--- config.mk ---
export PLATFORM = sky130hd
export DESIGN_NAME = capture_readback
export DESIGN_NICKNAME = d
export VERILOG_FILES = /design/src/rtl/capture_readback_pkg.sv /design/src/rtl/capture_readback_byte_serializer.sv /design/src/rtl/capture_readback.sv
export SDC_FILE = /design/constraint.sdc
export NUM_CORES = 1
export LEC_CHECK = 0
export CAP_MARGIN = 20
export CORE_ASPECT_RATIO = 0.7
export CORE_MARGIN = 5
export CORE_UTILIZATION = 50
export CTS_BUF_LIST = sky130_fd_sc_hd__clkbuf_4 sky130_fd_sc_hd__clkbuf_8 sky130_fd_sc_hd__clkbuf_16
export CTS_CLUSTER_SIZE = 40
export DETAILED_ROUTE_END_ITERATION = 7
export GPL_ROUTABILITY_DRIVEN = 0
export HOLD_SLACK_MARGIN = 0.05
export PLACE_DENSITY = 0.78
export SETUP_SLACK_MARGIN = 0.2
export SLEW_MARGIN = 5
export SYNTH_ARGS = -nofsm -noshare
export SYNTH_HDL_FRONTEND = slang
export SYNTH_SLANG_ARGS = --single-unit
--- constraint.sdc ---
create_clock -name clock -period 5 [get_ports clock]
set_input_delay 1 -clock clock [delete_from_list [all_inputs] [get_ports clock]]
set_output_delay 1 -clock clock [all_outputs]
set_load 0.05 [all_outputs]
--- src/rtl/capture_readback_pkg.sv ---
// Shared types and constants for the capture readback path: FSM state
// encoding, bytes-per-sample helper and the ACK timeout.
package acsp_pkg;

  typedef enum logic [2:0] {
    IDLE,
    READ,
    MEMWAIT,
    SEND,
    ACK,
    DRAIN,
    FINISH
  } readback_state_t;

  localparam int ACK_TIMEOUT = 4;

  function automatic int bytes_per_sample(input int sample_width);
    return (sample_width + 7) / 8;
  endfunction

endpackage

--- src/rtl/capture_readback_byte_serializer.sv ---
// Splits one sample word into bytes LSB first and paces each byte against
// the UART busy handshake, with a timeout for UARTs that never show busy.
module byte_serializer
  import acsp_pkg::*;
#(
  parameter int SAMPLE_WIDTH = 8
) (
  input  logic                    clock,
  input  logic                    reset,
  input  logic                    abort_i,
  input  logic                    load_i,
  input  logic [SAMPLE_WIDTH-1:0] word_i,
  input  logic                    tx_busy_i,
  output logic [7:0]              tx_data_o,
  output logic                    tx_start_o,
  output logic                    byte_done_o,
  output logic                    last_byte_o
);

  localparam int BPS  = bytes_per_sample(SAMPLE_WIDTH);
  localparam int SW   = BPS * 8;
  localparam int IDXW = (BPS > 1) ? $clog2(BPS) : 1;

  readback_state_t sub_q, sub_d;
  logic [SW-1:0]   sreg_q, sreg_d;
  logic [IDXW-1:0] idx_q, idx_d;
  logic [2:0]      timer_q, timer_d;
  logic [7:0]      tx_data_q, tx_data_d;
  logic            tx_start_q, tx_start_d;

  assign last_byte_o = (idx_q == IDXW'(BPS - 1));
  assign tx_data_o   = tx_data_q;
  assign tx_start_o  = tx_start_q;

  always_comb begin
    sub_d       = sub_q;
    sreg_d      = sreg_q;
    idx_d       = idx_q;
    timer_d     = timer_q;
    tx_data_d   = tx_data_q;
    tx_start_d  = 1'b0;
    byte_done_o = 1'b0;
    if (abort_i) begin
      sub_d = IDLE;
    end else if (load_i) begin
      sreg_d                   = '0;
      sreg_d[SAMPLE_WIDTH-1:0] = word_i;
      idx_d                    = '0;
      sub_d                    = SEND;
    end else begin
      case (sub_q)
        SEND: begin
          if (!tx_busy_i) begin
            tx_data_d  = sreg_q[7:0];
            tx_start_d = 1'b1;
            timer_d    = '0;
            sub_d      = ACK;
          end
        end
        ACK: begin
          // A UART that completes instantly never shows busy; give up after the timeout.
          if (tx_busy_i || (timer_q == 3'(ACK_TIMEOUT - 1))) begin
            sub_d = DRAIN;
          end else begin
            timer_d = timer_q + 3'd1;
          end
        end
        DRAIN: begin
          if (!tx_busy_i) begin
            byte_done_o = 1'b1;
            if (last_byte_o) begin
              sub_d = IDLE;
            end else begin
              sreg_d = sreg_q >> 8;
              idx_d  = idx_q + 1'b1;
              sub_d  = SEND;
            end
          end
        end
        default: ;
      endcase
    end
  end

  always_ff @(posedge clock) begin
    if (reset) begin
      sub_q      <= IDLE;
      sreg_q     <= '0;
      idx_q      <= '0;
      timer_q    <= '0;
      tx_data_q  <= '0;
      tx_start_q <= 1'b0;
    end else begin
      sub_q      <= sub_d;
      sreg_q     <= sreg_d;
      idx_q      <= idx_d;
      timer_q    <= timer_d;
      tx_data_q  <= tx_data_d;
      tx_start_q <= tx_start_d;
    end
  end

endmodule

--- src/rtl/capture_readback.sv ---
// Streams a completed capture to the host newest-to-oldest; this FSM owns the
// RAM address, remaining sample count and the done pulse.
module capture_readback
  import acsp_pkg::*;
#(
  parameter int SAMPLE_WIDTH = 8,
  parameter int ADDR_WIDTH   = 10
) (
  input  logic                    clock,
  input  logic                    reset,
  input  logic                    start,
  input  logic                    abort,
  input  logic [ADDR_WIDTH-1:0]   newest_addr,
  input  logic [ADDR_WIDTH:0]     read_count,
  output logic [ADDR_WIDTH-1:0]   mem_addr,
  output logic                    mem_rd_en,
  input  logic [SAMPLE_WIDTH-1:0] mem_data,
  input  logic                    tx_busy,
  output logic [7:0]              tx_data,
  output logic                    tx_start,
  output logic                    busy,
  output logic                    done
);

  readback_state_t       state_q, state_d;
  logic [ADDR_WIDTH-1:0] addr_q, addr_d;
  logic [ADDR_WIDTH:0]   remaining_q, remaining_d;
  logic                  done_q, done_d;
  logic                  load;
  logic                  byte_done;
  logic                  last_byte;

  byte_serializer #(
    .SAMPLE_WIDTH(SAMPLE_WIDTH)
  ) u_ser (
    .clock      (clock),
    .reset      (reset),
    .abort_i    (abort),
    .load_i     (load),
    .word_i     (mem_data),
    .tx_busy_i  (tx_busy),
    .tx_data_o  (tx_data),
    .tx_start_o (tx_start),
    .byte_done_o(byte_done),
    .last_byte_o(last_byte)
  );

  assign mem_addr  = addr_q;
  assign mem_rd_en = (state_q == READ);
  assign busy      = (state_q != IDLE);
  assign done      = done_q;

  always_comb begin
    state_d     = state_q;
    addr_d      = addr_q;
    remaining_d = remaining_q;
    load        = 1'b0;
    case (state_q)
      IDLE: begin
        if (start) begin
          if (read_count == '0) begin
            state_d = FINISH;
          end else begin
            addr_d      = newest_addr;
            remaining_d = read_count;
            state_d     = READ;
          end
        end
      end
      READ:    state_d = MEMWAIT;
      MEMWAIT: begin
        load    = 1'b1;
        state_d = SEND;
      end
      // SEND covers the whole serializer handshake for the current sample.
      SEND: begin
        if (byte_done && last_byte) begin
          remaining_d = remaining_q - 1'b1;
          addr_d      = addr_q - 1'b1;
          state_d     = (remaining_d == '0) ? FINISH : READ;
        end
      end
      FINISH:  state_d = IDLE;
      default: state_d = IDLE;
    endcase
    if (abort) begin
      state_d = IDLE;
    end
    done_d = (state_q == FINISH) && !abort;
  end

  always_ff @(posedge clock) begin
    if (reset) begin
      state_q     <= IDLE;
      addr_q      <= '0;
      remaining_q <= '0;
      done_q      <= 1'b0;
    end else begin
      state_q     <= state_d;
      addr_q      <= addr_d;
      remaining_q <= remaining_d;
      done_q      <= done_d;
    end
  end

endmodule

==> results.txt, run 1 <==
Outcome - completed
Final Util - 66.2%
Net switching share of the total power - 28.3%
I/O pin count - 56
Mapped Avg Cell Area - 7.88 sq um
Die span in y - 69.6 um
Vias in the first global route - 2267
Launching element type of the critical path - primary input
Worst max-slew margin expressed relative to the limit - 32.8%
Overall die area - 0.00662 sq mm
CTS Sinks - 48
Cell-by-cell trace of the critical path - clkdlybuf4s50_1 > or4_4 > o311ai_4 > buf_4 > nand2_2 > a32oi_1 > nor2_1
Async set-or-reset flop fraction in the synthesized netlist - 0%
Number of antenna violations at the first check in global routing - 0
Leakage power figure - 1.23 nW
Power per Cell Area - 265 mW/mm^2
Setup WS pre-CTS - 1.74 ns
Tcrit/Tclk final - 59.4%
Number of nets in the final layout - 405
Clk pwr share - 34.0%
Portion of total power attributed to sequential cells - 48.3%
Maximum number of pins on one net before global-route repair - 31
Number of max-cap violations - 0
Fraction of layout instances using a drive strength above 1 - 6.81%
Number of synthesized flops with an enable pin - 0
Inst Count DP - 428
Pin slew with the least headroom to its limit - 1.00 ns
Number of max-slew violations in the final report - 0
Initial standard-cell utilization of the core - 52.2%
Horiz. Die Dim - 95.2 um
Post-synthesis instance total - 322
Net switching power of the design - 0.241 mW
Clock root buffer - sky130_fd_sc_hd__clkbuf_8
Final setup violating endpoints - 0
Critical path class - in -> reg
Cell area after layout - 0.00322 sq mm
Core Region - 0.00486 sq mm
Iteration count of the initial detailed-routing pass - 5
List of most frequent post-synthesis cells - sky130_fd_sc_hd__nand2_1 (62), sky130_fd_sc_hd__dfxtp_1 (48), sky130_fd_sc_hd__a21oi_1 (29), sky130_fd_sc_hd__nor2_1 (27), sky130_fd_sc_hd__clkbuf_1 (14)
Capturing element type of the critical path - flop
Largest stage delay on the critical path - 0.56 ns
Overall routing resource usage - 19.3%
Total standard cell area after synthesis - 0.00254 sq mm
Worst hold-check path type - reg -> reg
Post-CTS repair timing setup buffer count - 0
Post-Layout Cell Count - 436
Final worst slack - 2.03 ns
Vias - 2487
Cell with the most instances after synthesis - sky130_fd_sc_hd__nand2_1
Critical Path Slowest Stage Cell - sky130_fd_sc_hd__or4_4
Synth Net Count - 361
Clk_skew - 0.00636 ns
Mean routed wirelength per cell - 14.6 um
Clock transition time at the flip-flop clock pins of the worst setup and hold paths - 0.09 ns
Critical path fanouts, max - 19
Setup TNS - 0 ns
Primary FF master, synth - sky130_fd_sc_hd__dfxtp_1
Share of the synthesized area in the top cell type - 37.9%
Unrepaired setup endpoints after global routing - no
Maximum count of clock buffers along a single path - 2
Clock H-tree levels - 2
Arrival time at the worst endpoint - 3.14 ns
Number of rows created at floorplan - 21
Required time at the worst-slack endpoint - 5.17 ns
Sum of routed wire length over all layers - 6350 um
Total global routing overflow - 0
Detailed-route vias per instance - 5.70
Worst skew pair latency - 0.30 ns
Buffers on Ports - 55
Yosys warns - 0
Final Critical Period - 2.97 ns
Number of antenna cells inserted - 0
Post-cts gate resize count - 0
Power after layout - 0.852 mW
Count of cell types in the netlist - 49
Worst hold slack across all endpoints - 0.460 ns
CP top delay family - simple AND/OR/NAND/NOR gates
Synth top area cells - sky130_fd_sc_hd__dfxtp_1 (38%), sky130_fd_sc_hd__nand2_1 (9.2%), sky130_fd_sc_hd__a21oi_1 (5.7%), sky130_fd_sc_hd__nor2_1 (4.0%), sky130_fd_sc_hd__mux2i_1 (3.9%)
Post-detailed-route count of antenna-violating nets - 0
Clock tree from TritonCTS - done
Fmax - 337 MHz
Hold buffer count at CTS - 0
Final HPWL DP - 4620 um
Max IR drop VDD - 199 uV
First-pass GRT wire length - 10600 um
Number of hold-slack violations in the final timing report - 0
Dpl cell area - 0.00310 sq mm
Count of state elements after synthesis - 48
Number of buffers and inverters on the critical path - 2
Share of synthesized area occupied by flip-flops and latches - 37.9%
CTS buffer count - 5
Post-synth top area cell - sky130_fd_sc_hd__dfxtp_1
Initial detailed-routing violation count - 177
Internal power - 0.611 mW
Combinational group share of total power - 17.8%
Layout Area Growth over Synthesis - 26.8%
Total DRC errors in the routed layout - 0
sequential cells by signal, indices dropped and copies added (netlist names):
register,cells
remaining_q,11
u_ser.tx_start_o,1
u_ser.tx_data_o,8
state_q,3
u_ser.sreg_q,8
u_ser.timer_q,3
mem_addr,10
u_ser.sub_q,3
done,1
per-layer routing:
layer	track usage, %	share of wire (%)	vias up	routed length (um)
met5	0	0	-	0
met4	3.04	0.57	0	36
met3	4.01	7.8	6	492
met2	29.0	43	107	2710
met1	28.5	49	1128	3110
li1	-	-	1246	-
cell type report:
type                    count  area [sq um]
flip-flops and latches     48           961
repair buffers             57           566
clock inverters             3          46.3
inverters                  10          37.5
fillers                   413          1640
multi-input cells         244          1450
well taps                  69          86.3
clock buffers               5          68.8
worst register-to-register path, delay by kind of cell (launching register included):
family	cells	cell delay, ns
flip-flops	1	0.56
AND/OR/NAND/NOR	3	1.60
AO/OA/AOI/OAI	2	0.40
cell usage in the layout, fill, tap and decap left out, drive strengths merged, types with 4 or more instances in the layout:
cell	instances
nor4	4
nand2b	4
mux2i	10
o21ai	12
clkdlybuf4s50	55
nand2	63
a32oi	4
o211ai	10
or3	4
nand3b	6
clkbuf	5
and2	4
ha	5
or4	6
o31ai	7
nor3	13
nor2	27
inv	11
dfxtp	48
a21oi	31
o311ai	6
kinds of logic after synthesis:
family / count (synthesis) / synth area share (%)
AND/OR/NAND/NOR: 149 / 29.4
AO/OA/AOI/OAI: 80 / 21.5
flip-flops: 48 / 37.9
buffers and inverters: 30 / 4.88
multiplexers: 10 / 3.94
adder cells (fa/ha/maj): 5 / 2.46
power groups by stage:
stage	clock network (mW)	logic, mW	registers (mW)
floorplan	0	0.0805	0.430
global placement	0	0.149	0.419
detailed placement	0	0.149	0.419
CTS	0.293	0.150	0.411
global route	0.307	0.163	0.414
finish	0.290	0.151	0.411
final timing paths:
path / slack, ns / depth (start not counted) / start / end
setup / recovery: 2.03 / 7 / read_count[6] / remaining_q[2]$_SDFFE_PP0P_
hold / removal: 0.46 / 2 / u_ser.sreg_q[7]$_SDFFE_PP0P_ / u_ser.sreg_q[7]$_SDFFE_PP0P_
setup reg to reg: 2.33 / 5 / state_q[1]$_SDFFE_PP0P_ / mem_addr[8]$_SDFFE_PP0P_
hold reg to reg: 0.46 / 2 / u_ser.sreg_q[7]$_SDFFE_PP0P_ / u_ser.sreg_q[7]$_SDFFE_PP0P_
Note: power is estimated with default switching activity, not from simulation.
==> run 2, diff against run 1 <==
Clock period 5 ns to 3.06 ns, I/O delays scaled along.
==> run 2 against run 1 <==
Critical path depth shrank 3. Combinational power rose by 69%. Routed wire length increased by 4.3%. Total power grew 65%. Critical path type is now reg -> out. Die area did not move. Sequential power rose by 64%. Setup slack lost 1.5 ns. Clock power is 63% higher. Clock skew grew 0.00075 ns. Cell count up 1.8%. Non-clock buffer count is 8 higher.
==> results.txt, run 2 (same netlist as run 1, synthesis figures left out) <==
Outcome - completed
Launch instance of the worst register-to-register path - state_q[1]$_SDFFE_PP0P_
Initial detailed-routing violation count - 136 (-23%)
Capturing element type of the critical path - output port
Clock tree from TritonCTS - done
Critical path class - reg -> out
Iteration count of the initial detailed-routing pass - 4 (-1)
Net switching share of the total power - 28.4% (+0.091 points)
Cell-by-cell trace of the critical path - nor3_1 > buf_4 > inv_1 > clkdlybuf4s50_1
Detailed-route vias per instance - 5.57 (-2.4%)
Global Route met3 Usage - 5.97% (+2.0 points)
Hold path depth - 2 (unchanged)
Cell area after layout - 0.00328 sq mm (+1.9%)
Arrival time at the worst endpoint - 1.96 ns (-1.18 ns)
Fmax - 388 MHz
Worst max-slew margin expressed relative to the limit - 60.5% (+28 points)
Core Region - 0.00486 sq mm (unchanged)
Power after layout - 1.40 mW (+65%)
Maximum number of pins on one net before global-route repair - 30 (-3.2%)
Largest register by flop count - remaining_q
I/O pin count - 56 (unchanged)
Destination of the worst register-to-register timing path - remaining_q[6]$_SDFFE_PP0P_
Total global routing overflow - 0 (unchanged)
Portion of total power attributed to sequential cells - 48.0% (-0.3 points)
Overall die area - 0.00662 sq mm (unchanged)
Pin slew with the least headroom to its limit - 0.590 ns (-0.414 ns)
Tcrit/Tclk final - 84.2%
Sum of routed wire length over all layers - 6620 um (+4.3%)
Initial standard-cell utilization of the core - 52.2% (unchanged)
Final HPWL DP - 4860 um (+5.1%)
Clk_skew - 0.00710 ns (+0.000748 ns)
CTS Sinks - 48 (unchanged)
Post-detailed-route count of antenna-violating nets - 0 (unchanged)
Final setup violating endpoints - 0 (unchanged)
Required time at the worst-slack endpoint - 2.45 ns (-2.72 ns)
Most crowded layer after global routing - met1
Internal power - 1.00 mW (+64%)
Dpl cell area - 0.00316 sq mm (+1.9%)
Horiz. Die Dim - 95.2 um (unchanged)
Critical path fanouts, max - 12 (-7)
Leakage power figure - 1.27 nW (+3.0%)
Reg2Reg Setup Slack - 0.77 ns (-1.56 ns)
Combinational group share of total power - 18.2% (+0.4 points)
Most used cells in the layout excluding fill and tap cells - sky130_fd_sc_hd__nand2_1 (62), sky130_fd_sc_hd__clkdlybuf4s50_1 (55), sky130_fd_sc_hd__dfxtp_1 (48), sky130_fd_sc_hd__a21oi_1 (29), sky130_fd_sc_hd__nor2_1 (27)
Buffers on Ports - 55 (unchanged)
Fraction of layout instances using a drive strength above 1 - 8.80% (+2.0 points)
Setup TNS - 0 ns (unchanged)
Number of hold-slack violations in the final timing report - 0 (unchanged)
Maximum count of clock buffers along a single path - 2 (unchanged)
Net switching power of the design - 0.398 mW (+65%)
Largest stage delay on the critical path - 0.79 ns (+0.23 ns)
Post-cts gate resize count - 0 (unchanged)
Vias - 2472 (-0.60%)
Launching element type of the critical path - flop
Number of max-slew violations in the final report - 0 (unchanged)
Setup WS pre-CTS - 0.299 ns (-1.44 ns)
Post-CTS repair timing setup buffer count - 0 (unchanged)
CTS buffer count - 5 (unchanged)
Worst hold-check path type - reg -> reg
Worst skew pair latency - 0.31 ns (about the same)
Number of nets in the final layout - 413 (+2.0%)
Clock H-tree levels - 2 (unchanged)
Met2 usage - 29.2% (+0.23 points)
Clock root buffer - sky130_fd_sc_hd__clkbuf_8
Leading cell type in the layout, fill and taps excluded - sky130_fd_sc_hd__nand2_1
Final worst slack - 0.484 ns (-1.55 ns)
Number of max-cap violations - 0 (unchanged)
Max IR drop VDD - 249 uV (+25%)
Power per Cell Area - 428 mW/mm^2 (+62%)
Final Critical Period - 2.58 ns
Number of antenna violations at the first check in global routing - 0 (unchanged)
Number of flip-flops under the largest register name - 11 (unchanged)
Layout Area Growth over Synthesis - 29.2%
Number of antenna cells inserted - 0 (unchanged)
Clock transition time at the flip-flop clock pins of the worst setup and hold paths - 0.09 ns (about the same)
Clk pwr share - 33.8% (-0.2 points)
Die span in y - 69.6 um (unchanged)
Mean routed wirelength per cell - 14.9 um (+2.4%)
Hold buffer count at CTS - 0 (unchanged)
Vias in the first global route - 2361 (+4.1%)
First-pass GRT wire length - 11100 um (+4.4%)
Number of cells traversed by the worst register-to-register path - 5 (unchanged)
Capture endpoint of the worst hold path - u_ser.sreg_q[2]$_SDFFE_PP0P_
Number of rows created at floorplan - 21 (unchanged)
Overall routing resource usage - 20.6% (+1.3 points)
Critical Path Slowest Stage Cell - sky130_fd_sc_hd__clkdlybuf4s50_1
Unrepaired setup endpoints after global routing - no
Total DRC errors in the routed layout - 0 (unchanged)
Met1 routing resource usage after global routing - 30.0% (+1.5 points)
Final Util - 67.5% (+1.2 points)
Hold path startpoint - u_ser.sreg_q[2]$_SDFFE_PP0P_
[run 2: cell type report]
type	count	area, sq um
clock buffers	5	68.8
clock inverters	3	46.3
fillers	440	1580
inverters	10	37.5
multi-input cells	244	1450
flip-flops and latches	48	961
well taps	69	86.3
repair buffers	65	626
[run 2: metal layers]
| layer | part of all wire (%) | up-vias |
|---|---|---|
| met2 | 42 | 83 |
| met4 | 1.2 | 0 |
| met3 | 8.2 | 9 |
| met1 | 48 | 1122 |
| li1 | - | 1258 |
| met5 | 0 | - |
[run 2: power by group through the flow]
stage,clock network [mW],registers [mW],logic (mW)
CTS,0.481,0.672,0.255
detailed placement,0,0.686,0.254
global placement,0,0.685,0.251
finish,0.474,0.673,0.255
global route,0.516,0.678,0.277
floorplan,0,0.703,0.132
[run 2: worst max-delay path by stage]
stage                             from                           to  slack [ns]
5_1_grt        state_q[0]$_SDFFE_PP0P_                         busy        0.38
4_1_cts        state_q[1]$_SDFFE_PP0P_                         busy        0.49
6_report       state_q[0]$_SDFFE_PP0P_                         busy        0.48
2_1_floorplan  state_q[0]$_SDFFE_PP0P_                    mem_rd_en        0.69
3_3_place_gp             read_count[6]  remaining_q[3]$_SDFFE_PP0P_        0.36
3_5_place_dp             read_count[6]  remaining_q[3]$_SDFFE_PP0P_        0.30
[run 2: worst max-delay path: cells and delay by family (launching register included)]
| kind | cells | cell delay, ns |
|---|---|---|
| buffers and inverters | 3 | 1.00 |
| DFF | 1 | 0.55 |
| and+or+nand+nor | 1 | 0.11 |
[run 2: through the flow]
step / std cells / hold WS [ns]
5_1_grt: 444 / 0.490
4_1_cts: 444 / 0.462
3_3_place_gp: 436 / 0.443
2_1_floorplan: 322 / 0.436
6_report: 444 / 0.460
3_5_place_dp: 436 / 0.449
